`config.mk`:
```
export PLATFORM = sky130hd
export DESIGN_NAME = esc_encoder
export DESIGN_NICKNAME = d
export VERILOG_FILES = /design/src/rtl/esc_pkg.sv /design/src/rtl/esc_disp_len.sv /design/src/rtl/esc_encoder.sv
export SDC_FILE = /design/constraint.sdc
export NUM_CORES = 1
export LEC_CHECK = 0
export ABC_CLOCK_PERIOD_IN_PS = 6000
export CAP_MARGIN = 20
export CORE_MARGIN = 10
export CORE_UTILIZATION = 53
export CTS_CLUSTER_SIZE = 20
export DETAILED_ROUTE_END_ITERATION = 8
export GPL_TIMING_DRIVEN = 0
export HOLD_SLACK_MARGIN = 0.03
export MAX_ROUTING_LAYER = met4
export PLACE_DENSITY = 0.93
export REMOVE_ABC_BUFFERS = 1
export SYNTH_ARGS = -nofsm -noshare
export SYNTH_HDL_FRONTEND = slang
export SYNTH_HIERARCHICAL = 1
export SYNTH_SLANG_ARGS = --single-unit
```
`constraint.sdc`:
```
create_clock -name clk -period 6 [get_ports clk]
set_input_delay 1.8 -clock clk [delete_from_list [all_inputs] [get_ports clk]]
set_output_delay 1.8 -clock clk [all_outputs]
set_load 0.1 [all_outputs]
```
`src/rtl/esc_pkg.sv`:
```
// Shared constants and FSM encoding for the 8086 ESC (FPU) instruction
// encoder and its decoder counterpart.
package esc_pkg;

  // High five bits of every ESC opcode byte (D8..DF).
  localparam logic [4:0] ESC_PREFIX   = 5'b11011;
  // FWAIT instruction byte, optionally emitted ahead of the opcode.
  localparam logic [7:0] FWAIT_OPCODE = 8'h9B;
  // ModR/M.mod value selecting a register operand (ST(i)); no displacement.
  localparam logic [1:0] MOD_REG      = 2'b11;
  // ModR/M.rm value that, with mod=00, means a 16-bit direct address.
  localparam logic [2:0] RM_DIRECT    = 3'b110;

  // Byte-emission states; the decoder tracks the same sequence.
  typedef enum logic [2:0] {
    IDLE  = 3'd0,
    PFX   = 3'd1,
    OPC   = 3'd2,
    MODRM = 3'd3,
    DLO   = 3'd4,
    DHI   = 3'd5
  } esc_state_e;

endpackage

```
`src/rtl/esc_disp_len.sv`:
```
// Displacement byte count implied by ModR/M {mod, rm}.
module esc_disp_len
  import esc_pkg::*;
(
  input  logic [1:0] mod_i,
  input  logic [2:0] rm_i,
  output logic [1:0] count_o
);

  // Map the addressing mode onto 0, 1 or 2 trailing displacement bytes.
  always_comb begin
    count_o = 2'd0;
    case (mod_i)
      MOD_REG: count_o = 2'd0;
      2'b00:   count_o = (rm_i == RM_DIRECT) ? 2'd2 : 2'd0;
      2'b01:   count_o = 2'd1;
      default: count_o = 2'd2;
    endcase
  end

endmodule

```
`src/rtl/esc_encoder.sv`:
```
// Serialises an FPU request into the ESC byte stream:
// [FWAIT] opcode ModR/M [disp lo] [disp hi], one byte per valid/ready beat.
// Optional feature: ESC_ENCODER_FWAIT_PREFIX_EN enables the 9B prefix on req_wait.
module esc_encoder
  import esc_pkg::*;
(
  input  logic        clk,
  input  logic        reset_n,
  input  logic        req_valid,
  output logic        req_ready,
  input  logic [2:0]  req_esc_index,
  input  logic [2:0]  req_fpu_opcode,
  input  logic [1:0]  req_mod,
  input  logic [2:0]  req_rm,
  input  logic [15:0] req_disp,
  input  logic        req_wait,
  output logic        byte_valid,
  input  logic        byte_ready,
  output logic [7:0]  byte_data,
  output logic        byte_first,
  output logic        byte_last,
  output logic        busy
);

  esc_state_e  state_q, state_d;
  logic [2:0]  esc_q, esc_d;
  logic [2:0]  fop_q, fop_d;
  logic [1:0]  mod_q, mod_d;
  logic [2:0]  rm_q, rm_d;
  logic [15:0] disp_q, disp_d;
  logic [1:0]  cnt_q, cnt_d;
  logic        valid_q, valid_d;
  logic [7:0]  data_q, data_d;
  logic        first_q, first_d;
  logic        last_q, last_d;
  logic        hs;
  logic        accept;

`ifndef ESC_ENCODER_FWAIT_PREFIX_EN
  // Without the prefix feature the wait request has no effect.
  logic unused_wait;
  assign unused_wait = req_wait;
`endif

  // Displacement count of whichever instruction the next-state fields hold.
  esc_disp_len u_disp_len (
    .mod_i   (mod_d),
    .rm_i    (rm_d),
    .count_o (cnt_d)
  );

  assign hs         = valid_q && byte_ready;
  // Accept in IDLE, or on the final-byte handshake for back-to-back issue.
  assign req_ready  = (state_q == IDLE) || (hs && last_q);
  assign accept     = req_valid && req_ready;
  assign byte_valid = valid_q;
  assign byte_data  = data_q;
  assign byte_first = first_q;
  assign byte_last  = last_q;
  assign busy       = (state_q != IDLE);

  // Next state, field capture and the byte to present in the next state.
  always_comb begin
    state_d = state_q;
    esc_d   = esc_q;
    fop_d   = fop_q;
    mod_d   = mod_q;
    rm_d    = rm_q;
    disp_d  = disp_q;
    if (hs) begin
      case (state_q)
`ifdef ESC_ENCODER_FWAIT_PREFIX_EN
        PFX:     state_d = OPC;
`endif
        OPC:     state_d = MODRM;
        MODRM:   state_d = (cnt_q == 2'd0) ? IDLE : DLO;
        DLO:     state_d = (cnt_q == 2'd1) ? IDLE : DHI;
        DHI:     state_d = IDLE;
        default: state_d = IDLE;
      endcase
    end
    if (accept) begin
      esc_d   = req_esc_index;
      fop_d   = req_fpu_opcode;
      mod_d   = req_mod;
      rm_d    = req_rm;
      disp_d  = req_disp;
`ifdef ESC_ENCODER_FWAIT_PREFIX_EN
      state_d = req_wait ? PFX : OPC;
`else
      state_d = OPC;
`endif
    end

    // The first byte of an instruction is only ever entered via acceptance.
    valid_d = (state_d != IDLE);
    first_d = accept;
    last_d  = 1'b0;
    data_d  = 8'h00;
    case (state_d)
`ifdef ESC_ENCODER_FWAIT_PREFIX_EN
      PFX:     data_d = FWAIT_OPCODE;
`endif
      OPC:     data_d = {ESC_PREFIX, esc_d};
      MODRM: begin
        data_d = {mod_d, fop_d, rm_d};
        last_d = (cnt_d == 2'd0);
      end
      DLO: begin
        data_d = disp_d[7:0];
        last_d = (cnt_d == 2'd1);
      end
      DHI: begin
        data_d = disp_d[15:8];
        last_d = 1'b1;
      end
      default: data_d = 8'h00;
    endcase
  end

  // State, holding and output registers; reset discards any partial instruction.
  always_ff @(posedge clk or negedge reset_n) begin
    if (!reset_n) begin
      state_q <= IDLE;
      esc_q   <= 3'd0;
      fop_q   <= 3'd0;
      mod_q   <= 2'd0;
      rm_q    <= 3'd0;
      disp_q  <= 16'h0000;
      cnt_q   <= 2'd0;
      valid_q <= 1'b0;
      data_q  <= 8'h00;
      first_q <= 1'b0;
      last_q  <= 1'b0;
    end else begin
      state_q <= state_d;
      esc_q   <= esc_d;
      fop_q   <= fop_d;
      mod_q   <= mod_d;
      rm_q    <= rm_d;
      disp_q  <= disp_d;
      cnt_q   <= cnt_d;
      valid_q <= valid_d;
      data_q  <= data_d;
      first_q <= first_d;
      last_q  <= last_d;
    end
  end

endmodule

```
## Word-level counts from Yosys, hierarchy flattened

Cells that the tools add are included.

| operators by class | value |
|---|---|
| bitwise gates (word level) | 0 |
| shift-type cells | 0 |
| $mul | 0 |
| equality and inequality tests | 12 |
| add/subtract/negate cells | 0 |
| reductions and logical operators | 10 |
| $lt $le $gt $ge | 0 |
| div/mod/pow operators | 0 |
| muxes and demuxes | 14 |

Operator list:

| kind | count |
|---|---|
| $pmux 8 s4 | 1 |
| $mux 3 | 7 |
| $mux 16 | 1 |
| $eq 3x2->1 const B | 4 |
| $eq 3x3->1 const B | 4 |
| $pmux 3 s3 | 1 |
| $eq 2x1->1 const B | 3 |
| $logic_not 2->1 | 3 |
| $pmux 2 s3 | 1 |
| $reduce_bool 3->1 | 2 |
| $mux 2 | 2 |
| $logic_and 1x1->1 | 3 |
| $logic_not 3->1 | 1 |
| $pmux 1 s3 | 1 |
| $eq 2x2->1 const B | 1 |
| $logic_or 1x1->1 | 1 |

| storage, ports and cells | value |
|---|---|
| memory bits (writable) | 0 |
| bits in read-only memories | 0 |
| memories | 0 |
| bits in latches | 0 |
| word-level logic and storage cells | 47 |
| register bits | 43 |

## Longest topological paths before layout

| logic depth | value |
|---|---|
| depth after elaboration | 10 |
| mapped depth | 11 |
| mapped depth without buffers | 9 |

## Cells and area by module

The synthesis kept the hierarchy.

By module, submodules not included:

| module | cells each | instances | area each (µm²) |
|---|---|---|---|
| esc_encoder | 187 | 1 | 1881.8 |
| esc_disp_len | 4 | 1 | 22.5 |

## Least setup slack after synthesis

Ideal clock, no wire load.

| timing | value |
|---|---|
| path kind | input port to output port |
| start | input byte_ready |
| end | output req_ready |
| stages | 2 |
| arrival time | 2.472 ns |
| setup slack | 1.728 ns |
| data required time | 4.200 ns |
| cells stage by stage | and3_1 > or2_2 |

| between the ends | value |
|---|---|
| word-level cells in the longest chain between the ends | 3 |

RTL lines:

| what | RTL line | RTL |
|---|---|---|
| from (decl) | esc_encoder.sv:18 | `input logic byte_ready,` |
| $logic_and 1x1->1 | esc_encoder.sv:52 | `assign hs = valid_q && byte_ready;` |
| $logic_and 1x1->1 | esc_encoder.sv:54 | `assign req_ready = (state_q == IDLE) \|\| (hs && last_q);` |
| $logic_or 1x1->1 | esc_encoder.sv:54 |  |
| to (decl) | esc_encoder.sv:10 | `output logic req_ready,` |

Every way passes these cells.

## Worst setup path after layout

Ends and elaborated chain as after synthesis.

==> results.cfg <==
[setup_path]
cpMostUsedCell = clkdlybuf4s50_1
start_kind = primary input
cp_max_fo = 5
critical_path_arrival_ns = 3.82
critical_path_class = in -> out
crit_slowest_cell = clkdlybuf4s50_1
setup.worst_path.end_class = primary output
crit_path_max_incr_delay_ns = 1.12
critPathRequiredTime_ns = 4.20
crit_chain = clkdlybuf4s50_1 > and3_1 > or2_2 > clkdlybuf4s50_1

[cts]
root_buffer = clkbuf_4
post_cts_buffers = 0
cts-buffers-inserted = 5
clk_pin_slew_ns = 0.11
cts_tree = built
cts_resized = 0
numClockSinks = 43
holdBufCountCts = 0
cts_buffer_depth = 2
cts_max_level = 2
insertion_delay_ns = 0.36

[run]
max_cap_viol_count = 0

[yosys]
syn_inst = 191
synth_area_per_cell_um2 = 9.97
synth_cell_types = 36
ys_seq_elements = 43
mappedNetlistArea_um2 = 1900
seq_area_frac_synth = 0.565
yosysWarnings = 6

[global_route]
grt_max_degree = 44
grt_first_pass_wirelength_um = 7020
grt_usage = 0.141
grt_pass1_vias = 1534
antenna_found_initial = 0
overflow = 0

[sta]
rsz0062_at_grt = no
finalSetupViolations = 0
hold_viol_final = 0
clock_skew_ns = 0.00205
setup_tns_ns = 0
max_slew_margin = 0.339
fmax_mhz = 178
worst_pin_slew_ns = 0.988
drv_slew = 0
period_needed_ns = 5.62
holdWs_ns = 0.484
finalCritPeriodShare = 0.937

[placement]
placed_area_um2 = 2360
gp_congestion = 0.832
place_hpwl_um = 2980
io_buffers = 43

[layout]
drive_gt1_frac = 0.0890
final_cell_area_um2 = 2430
diodes = 0
nNetsFinal = 267
syn2layout_area_growth_pct = 27.7
fill_cells = 277

[power]
p_leak_nw = 1.13
p_per_area_nw_per_um2 = 588
ir_worst_vdd_v = 0.000344

[die]
rows = 21
die_area_um2 = 6390
die_y_um = 79.9
initial_core_util = 0.558
die_x_um = 79.9
io_pins = 45
core-area_um2 = 3420

[route]
drt_iter0_markers = 121
route.detailed.drc = 0
wire_per_inst_um = 14.8
drtPass1Iterations = 4
routed_via_density = 5.37
ant_nets = 0
dr_total_vias = 1514
routed_wl_um = 4170

[outcome]
status = finished, final reports clean

[worst_hold_path]
hold_path.class = reg -> reg
-- layer usage --
metal	vias to the layer above	global-route usage	part of all wire
li1	737	-	-
met1	718	0.160	0.42
met2	52	0.228	0.50
met3	7	0.0338	0.064
met4	0	0.0704	0.016
met5	-	-	0
-- cells in the mapped netlist, drive strengths merged --
master,instances,area share
a21oi,8,0.021
clkbuf,2,0.0039
o32a,1,0.0053
mux2,9,0.059
nor3,6,0.018
o211ai,3,0.012
o21a,1,0.0039
nor2b,6,0.020
a21o,1,0.0039
a221o,4,0.021
or2,3,0.0099
dfrtp,43,0.57
mux2i,5,0.026
o21ai,4,0.016
nand3,1,0.0026
a21boi,1,0.0039
or3,1,0.0033
nor4b,1,0.0046
nand2b,2,0.0066
nor2,8,0.016
buf,4,0.0092
o22ai,5,0.016
nand3b,1,0.0039
and3,1,0.0033
o311ai,1,0.0046
nand2,64,0.13
inv,4,0.0092
o22a,1,0.0046
-- through the flow --
step	setup slack, ns	utilization	total power [mW]	cells
2_1_floorplan	1.73	-	1.08	185
3_3_place_gp	0.366	0.693	1.25	274
3_5_place_dp	0.373	0.692	1.28	274
4_1_cts	0.367	0.712	1.43	282
5_1_grt	0.293	0.712	1.52	282
6_report	0.378	0.712	1.43	282
-- placed cells by master (no fill, tap or decap), types with 2 or more instances in the layout --
cell              n
o21ai_0           2
nor2_1            8
o22ai_1           5
inv_1             3
o211ai_1          3
mux2i_1           5
nor3_1            5
a21oi_1           8
dfrtp_1          43
or2_2             2
a221o_1           4
nand2_1          64
clkbuf_4          5
mux2_2            5
clkbuf_8          2
nor2b_1           6
nand2b_1          2
clkdlybuf4s50_1  42
mux2_4            3
-- where the power goes --
part | leakage [nW] | internal, mW | total, mW | switching (mW)
clock | 0.0386 | 0.0690 | 0.158 | 0.0888
combinational | 0.560 | 0.255 | 0.787 | 0.533
sequential | 0.529 | 0.421 | 0.484 | 0.0630
-- critical path: cells and delay by family --
kind          cells  cell delay, ns
simple gates      2            0.38
buf+inv           2            1.64
-- logic make-up (layout without fill, tap and decap cells) --
family          after synthesis  in the layout  share of synthesized area
simple gates                 94             94                      0.214
mux                          14             14                     0.0854
flops                        43             43                      0.565
buf+inv                      10             55                     0.0223
compound gates               30             30                      0.113
-- sequential cells by signal (all words and copies together) (netlist names) --
name,flops
byte_data,8
fop_q,3
esc_q,3
mod_q,2
byte_valid,1
byte_last,1
byte_first,1
state_q,3
disp_q,16
rm_q,3
cnt_q,2
-- worst paths after layout --
check	start	to	slack, ns	depth (start not counted)
max reg2reg	byte_valid	byte_last	3.26	9
max	byte_ready	req_ready	0.38	4
min in group asynchronous	reset_n	byte_first	1.56	1
min	esc_q[1]	esc_q[1]	0.48	2
min reg2reg	esc_q[1]	esc_q[1]	0.48	2
max in group asynchronous	reset_n	byte_data[4]	3.88	1
-- layout make-up --
class / count / area, µm² / share of cell area
Tap cell: 46 / 57.6 / 0.0237
Timing Repair Buffer: 43 / 425 / 0.175
Clock buffer: 8 / 68.8 / 0.0283
Inverter: 4 / 17.5 / 0.00721
Multi-Input combinational cell: 138 / 786 / 0.323
Sequential cell: 43 / 1080 / 0.443
Power figures use the tool's default switching activity.
